<file path="src/rtl/demux_pkg.sv">
// Shared types and helpers for the 1-to-N stream demultiplexer.
// Latency: n/a (declarations only).
// Backpressure: n/a.
package demux_pkg;

    localparam int DEMUX_N_OUT_MAX = 64;

    typedef enum logic {
        SLOT_EMPTY = 1'b0,
        SLOT_FULL  = 1'b1
    } slot_state_t;

    // True when a select value names an existing channel.
    function automatic logic sel_in_range(input logic [31:0] sel, input logic [31:0] n);
        return (sel < n);
    endfunction

endpackage

</file>
<file path="src/rtl/demux_slot.sv">
// One-entry output slot for a single demux channel (EMPTY/FULL).
// Latency: load -> valid one cycle.
// Backpressure: holds data while FULL until drain; same-cycle load overrides drain.
module demux_slot
    import demux_pkg::*;
#(
    parameter int DATA_W    = 8,
    parameter int ZERO_IDLE = 1
) (
    input  logic              clk,
    input  logic              rst_n,
    input  logic              flush,
    input  logic              load,
    input  logic [DATA_W-1:0] load_data,
    input  logic              drain,
    output logic              valid,
    output logic [DATA_W-1:0] data
);

    slot_state_t       state_q;
    slot_state_t       state_d;
    logic [DATA_W-1:0] data_q;

    // Slot occupancy register.
    always_ff @(posedge clk or negedge rst_n) begin
        if (!rst_n) begin
            state_q <= SLOT_EMPTY;
        end else begin
            state_q <= state_d;
        end
    end

    // Next occupancy: flush beats load, load beats drain.
    always_comb begin
        state_d = state_q;
        if (flush) begin
            state_d = SLOT_EMPTY;
        end else if (load) begin
            state_d = SLOT_FULL;
        end else if ((state_q == SLOT_FULL) && drain) begin
            state_d = SLOT_EMPTY;
        end
    end

    // Payload capture; kept across drain so the non-masked variant can show the last word.
    always_ff @(posedge clk or negedge rst_n) begin
        if (!rst_n) begin
            data_q <= '0;
        end else if (load && !flush) begin
            data_q <= load_data;
        end
    end

    assign valid = (state_q == SLOT_FULL);

    generate
        if (ZERO_IDLE != 0) begin : g_zero_idle
            assign data = valid ? data_q : '0;
        end else begin : g_hold_idle
            assign data = data_q;
        end
    endgenerate

endmodule

</file>
<file path="src/rtl/demux_1ton_stream.sv">
// 1-to-N valid/ready stream demux with a registered one-entry slot per channel.
// Latency: accepted word appears on its channel one cycle later; 1 word/cycle throughput.
// Backpressure: in_ready follows only the selected channel's slot; bad selects always accepted and dropped.
module demux_1ton_stream
    import demux_pkg::*;
#(
    parameter int N_OUT     = 16,
    parameter int DATA_W    = 8,
    parameter int SEL_W     = $clog2(N_OUT),
    parameter int CNT_W     = 16,
    parameter int ZERO_IDLE = 1
) (
    input  logic                    clk,
    input  logic                    rst_n,
    input  logic                    flush,
    input  logic                    in_valid,
    output logic                    in_ready,
    input  logic [DATA_W-1:0]       in_data,
    input  logic [SEL_W-1:0]        in_sel,
    output logic [N_OUT-1:0]        out_valid,
    input  logic [N_OUT-1:0]        out_ready,
    output logic [N_OUT*DATA_W-1:0] out_data,
    output logic [CNT_W-1:0]        bad_sel_cnt
);

    generate
        if (N_OUT < 2 || N_OUT > DEMUX_N_OUT_MAX) begin : g_bad_n_out
            $error("demux_1ton_stream: N_OUT out of supported range");
        end
    endgenerate

    logic             sel_ok;
    logic             accept;
    logic             drop;
    logic [N_OUT-1:0] sel_onehot;
    logic [N_OUT-1:0] load_vec;

    assign sel_ok = sel_in_range(32'(in_sel), N_OUT);

    // Decode the select into a one-hot channel vector (all zero when out of range).
    always_comb begin
        sel_onehot = '0;
        for (int k = 0; k < N_OUT; k++) begin
            sel_onehot[k] = (32'(in_sel) == 32'(k));
        end
    end

    // Ready depends only on the presented channel; out-of-range words are always sunk.
    always_comb begin
        in_ready = 1'b0;
        if (!flush) begin
            if (!sel_ok) begin
                in_ready = 1'b1;
            end else begin
                in_ready = |(sel_onehot & (~out_valid | out_ready));
            end
        end
    end

    assign accept   = in_valid & in_ready;
    assign load_vec = sel_onehot & {N_OUT{accept}};
    assign drop     = accept & ~sel_ok;

    // Saturating count of words dropped for an out-of-range select.
    always_ff @(posedge clk or negedge rst_n) begin
        if (!rst_n) begin
            bad_sel_cnt <= '0;
        end else if (drop && (bad_sel_cnt != {CNT_W{1'b1}})) begin
            bad_sel_cnt <= bad_sel_cnt + CNT_W'(1);
        end
    end

    generate
        for (genvar k = 0; k < N_OUT; k++) begin : g_slot
            demux_slot #(
                .DATA_W    (DATA_W),
                .ZERO_IDLE (ZERO_IDLE)
            ) u_slot (
                .clk       (clk),
                .rst_n     (rst_n),
                .flush     (flush),
                .load      (load_vec[k]),
                .load_data (in_data),
                .drain     (out_ready[k]),
                .valid     (out_valid[k]),
                .data      (out_data[k*DATA_W +: DATA_W])
            );
        end
    endgenerate

endmodule

</file>
<file path="config.mk">
export PLATFORM = sky130hd
export DESIGN_NAME = demux_1ton_stream
export DESIGN_NICKNAME = d
export VERILOG_FILES = /design/src/rtl/demux_pkg.sv /design/src/rtl/demux_slot.sv /design/src/rtl/demux_1ton_stream.sv
export SDC_FILE = /design/constraint.sdc
export NUM_CORES = 1
export LEC_CHECK = 0
export CORE_MARGIN = 2
export CORE_UTILIZATION = 50
export DETAILED_ROUTE_END_ITERATION = 7
export PLACE_DENSITY_LB_ADDON = 0.12
export SLEW_MARGIN = 25
export SYNTH_ARGS = -nofsm -noshare
export SYNTH_HDL_FRONTEND = slang
export SYNTH_HIERARCHICAL = 1
export SYNTH_SLANG_ARGS = --single-unit
</file>
<file path="constraint.sdc">
create_clock -name clk -period 3.24 [get_ports clk]
set_clock_uncertainty 0.05 [all_clocks]
set_input_delay 0.486 -clock clk [delete_from_list [all_inputs] [get_ports clk]]
set_output_delay 0.486 -clock clk [all_outputs]
set_load 0.05 [all_outputs]
</file>
==> metrics.txt <==
status=finished, final reports clean; GR Overflow Total=0; Setup CP Type=in2out; Synth Area in Simple Gates=18.22%; post-synthesis xor/xnor area fraction=0%; drc violations=0; Total Power=4.449 mW; PortBufs=176; Final Hold Viols=0; clock buffer depth=2; cts repair resizes=0; Tmin final=3015 ps; post-synthesis mux area share=25.63%; Mean Syn Cell Area=13.25 µm²; Diodes inserted=0; drt first pass iters=4; clock latency on the worst-skew pair=410 ps; fmax=0.3316 GHz; worst min-delay path class=in2async; CP required=2700 ps; CTS Buf Count=17; floorplan core area=14590 µm²; Layout Nets=785; post-synthesis cell area=7498 µm²; CP dominant cell by count=buf_4; Pleak=4.331 nW; final period utilization=93.07%; CP endpoint kind=output pin; largest net degree at the start of global routing=89; Worst EP arrival=2480 ps; routability congestion estimate=0.8473; count of pins over their slew limit=0; Die H=126.5 µm; Die ar.=15990 µm²; clock slew at reported path FFs=60 ps; Synth cell types=28; Initial Util=51.40%; Peak VDD IR=0.3164 mV; commonest non-fill, non-tap cell in the layout=clkdlybuf4s50_1; setup bufs post-CTS=0; Setup crit start kind=input port; Compound-Gate Fraction of Synth Area=2.319%; max incr delay on CP=550 ps; CP cell instances=clkdlybuf4s50_1, or2_2, o22ai_1, o311a_1, nor4_4, buf_4, nor2_1, buf_4; vias in the first global route=4927; headroom to the max-slew limit=30.95%; global-route wire length before repair=28190 µm; max cap viols=0; share of layout cells above drive strength 1=25.13%; actual slew at the worst max-slew pin=1032 ps; fillers=1071; final setup vio count=0; H-tree depth=4; hpwl dp=12010 µm; synthesized flop and latch total=144; clk sinks=144; Crit-path slowest cell=clkdlybuf4s50_1; total I/O pin count=193; total wire length=17670 µm; Vias=4775; Yosys warnings=6; floorplan row count=44; Synth Instances=566; main combinational cell family by area after synthesis=multiplexers; Area Overhead vs Synth=31.77%; initial antenna violation count=0; Post-Synth Adder-Cell Area=0%; CTS tree=built; Seq/Total Area, Yosys=48.06%; most frequent cells in the layout=173 x clkdlybuf4s50_1, 144 x dfrtp_1, 128 x and2_1, 128 x mux2_4, 22 x inv_1; unrepaired setup endpoints after global routing=no; DRT iter0 DRCs=270; Hold-fix buffers, CTS=0; Die Span X=126.5 µm; Total GRT Usage=22.81%; CP Max Fanout=8; PwrDens=450.2 nW/µm²; vias per cell=5.037; Final ANT Viol Nets=0; Root Buffer=clkbuf_16; Final Util=67.73%; drt wl/cell=18.64 µm
## sequential cells by signal (all words and copies together) (netlist names)
register              flops
g_slot.u_slot/data_q    128
g_slot.u_slot/valid      16
## synthesized netlist by cell type
cell type	number	area share, %
o21ai_0	2	0.13
nor2_1	3	0.15
mux2_4	128	26
nand3_1	2	0.13
clkbuf_1	2	0.10
nand3b_1	2	0.20
dfrtp_1	144	48
o311a_1	1	0.13
buf_6	19	2.9
nor2b_1	4	0.33
nor3b_1	4	0.40
conb_1	1	0.050
o2111ai_1	2	0.23
inv_1	22	1.1
nor3_1	16	1.1
buf_2	1	0.067
buf_4	16	1.6
o32ai_1	2	0.23
nand2b_2	1	0.12
nor2b_4	16	2.9
o22ai_1	4	0.33
nor4_4	1	0.28
a21oi_1	17	1.1
nand2_1	10	0.50
o311ai_0	1	0.12
and2_1	128	11
nand2b_1	16	1.3
or2_2	1	0.083
## stage by stage
step / area [µm²] / hold slack [ps] / setup WS [ps] / cells / setup TNS (ps)
2_1_floorplan: 7555 / 140.4 / 450.6 / 581 / 0
3_3_place_gp: 9331 / 438.0 / 26.68 / 918 / 0
5_1_grt: 9881 / 145.0 / 103.4 / 948 / 0
6_report: 9881 / 93.28 / 224.5 / 948 / 0
4_1_cts: 9881 / 121.8 / 246.9 / 948 / 0
3_5_place_dp: 9331 / 434.9 / -24.05 / 918 / -247.5
## report_power, final
group	switching, mW	total [mW]	leakage (nW)	internal (mW)
Combinational	0.238	0.544	2.11	0.305
Clock	0.693	1.82	0.272	1.12
Sequential	0.105	2.09	1.95	1.98
Total	1.04	4.45	4.33	3.41
## cells by family after synthesis
kind of cell / Yosys count
buf+inv: 60
other cells: 1
simple gates: 204
flops: 144
mux: 128
compound gates: 29
## path summary, 6_finish.rpt
path	end	start	slack, ps	depth (start not counted)
worst max-delay path	in_ready	in_sel[0]	220	8
worst min-delay path	g_slot[3].u_slot/data_q[6]$_DFFE_PN0P_	rst_n	90	1
worst max register to register	g_slot[12].u_slot/data_q[1]$_DFFE_PN0P_	g_slot[9].u_slot/valid$_DFFE_PN0P_	550	10
worst min register to register	g_slot[7].u_slot/data_q[5]$_DFFE_PN0P_	g_slot[7].u_slot/data_q[5]$_DFFE_PN0P_	450	1
max in group asynchronous	g_slot[6].u_slot/data_q[3]$_DFFE_PN0P_	rst_n	2270	2
min in group clk	g_slot[7].u_slot/data_q[5]$_DFFE_PN0P_	g_slot[7].u_slot/data_q[5]$_DFFE_PN0P_	450	1
## cell type report
type / count / area [µm²] / share of cell area [%]
clock buffer: 24 / 491.7 / 4.977
clock inverter: 6 / 57.56 / 0.5825
inverter: 22 / 82.58 / 0.8358
multi-input combinational: 377 / 3522 / 35.65
sequential: 144 / 3603 / 36.47
tap: 184 / 230.2 / 2.330
timing repair buffer: 191 / 1893 / 19.16
## metal layers
layer	part of all wire [%]	track usage [%]	up-vias
met2	47	35.26	157
met3	5.5	5.736	26
met5	0	0	-
met4	1.5	6.658	0
met1	46	32.05	2369
li1	-	-	2223
## worst max-delay path: cells and delay by family
kind	cells	cell delay, ps
AOI/OAI and AO/OA	2	480
and+or+nand+nor	3	550
buffers and inverters	3	970
Power figures use the tool's default switching activity.
==> patch 1 (config.mk and constraints unchanged) <==
`ZERO_IDLE` is set to 1 in 2 places; all go to 0.
--- a/src/rtl/demux_slot.sv
+++ b/src/rtl/demux_slot.sv
@@ -7,3 +7,3 @@
     parameter int DATA_W    = 8,
-    parameter int ZERO_IDLE = 1
+    parameter int ZERO_IDLE = 0
 ) (
--- a/src/rtl/demux_1ton_stream.sv
+++ b/src/rtl/demux_1ton_stream.sv
@@ -10,3 +10,3 @@
     parameter int CNT_W     = 16,
-    parameter int ZERO_IDLE = 1
+    parameter int ZERO_IDLE = 0
 ) (
Function: changed (a bounded check fails within 4 cycles, from zero or initial values and one cycle with rst_n low).
==> patch 1 against the unedited design <==
- sequential cell count is the same
- synthesized area shrank 11%
- routed wire length is 11% lower
- final area decreased by 8.4%
- setup slack got worse by 55 ps
- worst hold slack lost 86 ps
Power is not compared: it rests on default switching activity, and its combinational part moved more than twofold at a synthesized area within 25%.
==> patch 1: results (changes against the unedited design) <==
GRT
  • First-pass GRT wire length: 24.8 mm (-12%)
  • GR Util met3: 6.80% (+1.1 points)
  • GR met1 Demand/Resource: 31.2% (-0.89 points)
  • All-Layer GR Usage: 23.1% (+0.25 points)
  • Vias in the first global route: 4305 (-13%)

Finish
  • Area Growth Syn to Fin: 35.2%
  • Share of layout cells above drive strength 1: 29.7% (+4.6 points)
  • Multi-input gate area: 2720 um^2 (-23%)
  • Seq_cells: 144 (unchanged)
  • Count of plain and timing-repair buffers in the layout: 187 (-2.1%)
  • Clock buffers: 26 (+8.3%)
  • Seq area share: 39.8% (+3.3 points)
  • Layout non-clock buf frac: 20.6% (+1.4 points)
  • Fill count: 976 (-8.9%)
  • Final-layout clock-cell area share: 6.21% (+0.65 points)

Place
  • Post-place setup slack: -2.44 ps (+21.6 ps)
  • Placement Cell Area: 8490 um^2 (-9.0%)
  • RD Place Congestion: 0.870 (+2.7%)
  • HPWL Detailed: 10.6 mm (-12%)

Yosys
  • Area fraction in compound gates after synthesis: 2.60% (+0.28 points)
  • Register area share after synthesis: 53.8% (+5.7 points)
  • Syn avg cell area: 15.3 um^2 (+15%)
  • Top cells by area, synth: dfrtp_1 (54%), mux2_4 (29%), nor2b_4 (3.3%)
  • Yosys top cell area share: 53.8% (+5.7 points)
  • Unique masters post-synth: 27 (-3.6%)

Detailed routing
  • WL met2: 7.63 mm (-7.6%)
  • Detailed Route Iter0 Violations: 204 (-24%)
  • Metal3 WL: 1.09 mm (+12%)
  • Post-Route M1 WL: 6.85 mm (-16%)
  • Drt via density: 5.02 (-0.27%)

STA
  • Final worst-path cycle share: 94.8% (+1.7 points)
  • Worst-margin pin slew: 974 ps (-58.3 ps)
  • Worst hold margin: 7.50 ps (-85.8 ps)

CTS
  • Root Driver: clkbuf_16

Outcome
  • Outcome: finished, final reports clean

Worst setup path
  • CP arrival: 2530 ps (+50 ps)
  • Worst path max stage delay: 480 ps (-70 ps)
  • Maximum net fanout on the critical path: 17 (+9)
-- patch 1: cell count changes after synthesis, sizes merged --
| cell | delta |
|---|---|
| and2 | -128 |
-- patch 1: power breakdown --
group	leakage [nW]	internal, mW	switching, mW
Clock	0.276	1.15	0.689
Sequential	1.95	1.98	0.119
Combinational	1.73	0.598	0.962
Total	3.96	3.73	1.77
-- patch 1: final timing paths --
kind | from | to | cells past startpoint
max | in_sel[1] | in_ready | 9
min | rst_n | g_slot[3].u_slot/data[7] | 1
max reg2reg | g_slot[8].u_slot/valid | g_slot[6].u_slot/data[5] | 8
min reg2reg | g_slot[13].u_slot/data[0] | g_slot[13].u_slot/data[0] | 1
max in group asynchronous | rst_n | g_slot[10].u_slot/valid | 2
min in group clk | g_slot[13].u_slot/data[0] | g_slot[13].u_slot/data[0] | 1
==> patch 2 (same flow settings) <==
Without the edit above. Reset style: synchronous (`rst_n`), changed in 3 clocked blocks.
--- a/src/rtl/demux_slot.sv
+++ b/src/rtl/demux_slot.sv
@@ -24,3 +24,3 @@
     // Slot occupancy register.
-    always_ff @(posedge clk or negedge rst_n) begin
+    always_ff @(posedge clk) begin
         if (!rst_n) begin
@@ -45,3 +45,3 @@
     // Payload capture; kept across drain so the non-masked variant can show the last word.
-    always_ff @(posedge clk or negedge rst_n) begin
+    always_ff @(posedge clk) begin
         if (!rst_n) begin
--- a/src/rtl/demux_1ton_stream.sv
+++ b/src/rtl/demux_1ton_stream.sv
@@ -64,3 +64,3 @@
     // Saturating count of words dropped for an out-of-range select.
-    always_ff @(posedge clk or negedge rst_n) begin
+    always_ff @(posedge clk) begin
         if (!rst_n) begin
Function: differs if rst_n is asserted again (counterexample within 4 cycles, from zero or initial values and one cycle with rst_n low); with rst_n held inactive, the same outputs for 4 cycles.
==> patch 2 against the unedited design <==
- critical path depth is 1 higher
- total power is 11% lower
- final area decreased by 2.8%
- routed wire length is 4.5% higher
- setup slack worse by 35 ps
- clock power increased by 2%
- first-iteration DRC count grew 31%
- sequential cell count unchanged
- synthesized area up 1.1%
==> patch 2: results (changes against the unedited design) <==
Detailed routing
  • TritonRoute pass-1 iters: 4 (unchanged)
  • Total Wirelength: 18.5 mm (+4.5%)
  • Drt via density: 4.88 (-3.2%)
  • Vias: 5866 (+23%)
  • Detailed Route Iter0 Violations: 354 (+31%)

Worst setup path
  • Maximum net fanout on the critical path: 8 (unchanged)
  • CP arrival: 2510 ps (+30 ps)
  • CP max stage cell: clkdlybuf4s50_1
  • Worst path max stage delay: 480 ps (-70 ps)
  • Flop2flop setup slack: 930 ps (+380 ps)
  • CP delay by family, top: buffers and inverters

Yosys
  • Top cells by area, synth: dfxtp_1 (38%), mux2i_1 (17%), nand2_1 (12%)
  • Commonest cells in the netlist: nand2_1 (250), dfxtp_1 (144), and2_1 (128), mux2i_1 (128), buf_6 (51)
  • Main flop type after synthesis: dfxtp_1
  • Most frequent cell after synthesis: nand2_1
  • Yosys warns: 6 (unchanged)
  • Syn avg cell area: 8.87 um^2 (-33%)
  • Fraction of registers with async set/reset: 0% (-100 points)
  • Register area share after synthesis: 38.0% (-10 points)
  • Unique masters post-synth: 29 (+3.6%)

GRT
  • All-Layer GR Usage: 22.7% (-0.15 points)
  • Initial antenna violation count: 2 (+2)
  • First-pass GRT wire length: 28.8 mm (+2.0%)
  • Largest net degree at the start of global routing: 108 (+21%)
  • Vias in the first global route: 5511 (+12%)

Power and ir drop
  • Leak: 3.66 nW (-15%)
  • Worst ir drop on vdd: 0.364 mV (+15%)

Min path
  • Hold crit path type: reg -> reg

CTS
  • Clock buffer depth: 2 (unchanged)
  • Total CTS buffers: 17 (unchanged)
  • Worst-Skew Late Latency: 420 ps
  • Post-CTS Setup Inserts: 0 (unchanged)
  • Post-CTS sizing: 0 (unchanged)
  • Root Driver: clkbuf_16
  • Worst-path clk slew: 50 ps
  • H-tree levels: 4 (unchanged)

Outcome
  • Outcome: finished, final reports clean

Finish
  • Ant. Diodes: 0 (unchanged)
  • Layout Nets: 1039 (+32%)
  • Share of layout cells above drive strength 1: 7.65% (-17 points)
  • Max FFs per register: 128 (unchanged)
  • Most flop-heavy register: g_slot.u_slot/data_q
  • Fill count: 1234 (+15%)

Place
  • Buffers on Ports: 176 (unchanged)
  • DP Cell Count: 1172 (+28%)
  • RD Place Congestion: 0.868 (+2.4%)
  • HPWL Detailed: 12.3 mm (+2.5%)

STA
  • Worst-margin pin slew: 1020 ps (-14.2 ps)
[patch 2: final cells by class]
type                            count  share of cell area (%)
Inverter                           22                   0.860
Multi-Input combinational cell    633                    41.3
Timing Repair Buffer              189                    19.6
Tap cell                          184                    2.40
Clock buffer                       26                    5.30
Sequential cell                   144                    30.0
Clock inverter                      5                   0.547
[patch 2: final timing paths]
path                              start  depth (start not counted)                    endpoint
max                           in_sel[0]                          9                    in_ready
min          g_slot[3].u_slot/data_q[1]                          2  g_slot[3].u_slot/data_q[1]
min reg2reg  g_slot[3].u_slot/data_q[1]                          2  g_slot[3].u_slot/data_q[1]
max reg2reg      g_slot[8].u_slot/valid                          8  g_slot[0].u_slot/data_q[1]
[patch 2: logic make-up after synthesis]
logic type,share of synthesized area [%]
flops,38.0
simple gates,31.2
other cells,0.0495
mux,16.9
compound gates,3.35
buf+inv,10.4
[patch 2: report_power, final]
group	total, mW	internal [mW]	leakage (nW)	switching [mW]
Sequential	1.78	1.78	1.16	0.00392
Combinational	0.308	0.0930	2.22	0.215
Clock	1.86	1.15	0.276	0.715
Total	3.95	3.02	3.66	0.934
[patch 2: per-stage QoR]
| step | hold WS, ps | power, mW | setup WS [ps] | cell area, um^2 | utilization (%) |
|---|---|---|---|---|---|
| 3_3_place_gp | 387 | 2.12 | 235 | 9040 | 61.7 |
| 3_5_place_dp | 393 | 2.13 | 144 | 9040 | 61.7 |
| 5_1_grt | 416 | 4.08 | 123 | 9600 | 65.6 |
| 4_1_cts | 403 | 3.98 | 201 | 9600 | 65.6 |
| 2_1_floorplan | 380 | 2.05 | 451 | 7630 | - |
| 6_report | 401 | 3.95 | 189 | 9600 | 65.6 |
[patch 2: metal layers]
metal  GRT usage [%]  wire length (um)  part of all wire (%)
met5               0                11                 0.060
met4            6.59               246                   1.3
met3            7.08              1160                   6.3
met2            34.9              8270                    45
met1            30.8              8790                    48
[patch 2: worst min-delay path, delay by kind of cell (launching register included)]
family | cells | cell delay [ps]
mux | 1 | 50
flops | 1 | 300
simple gates | 1 | 50
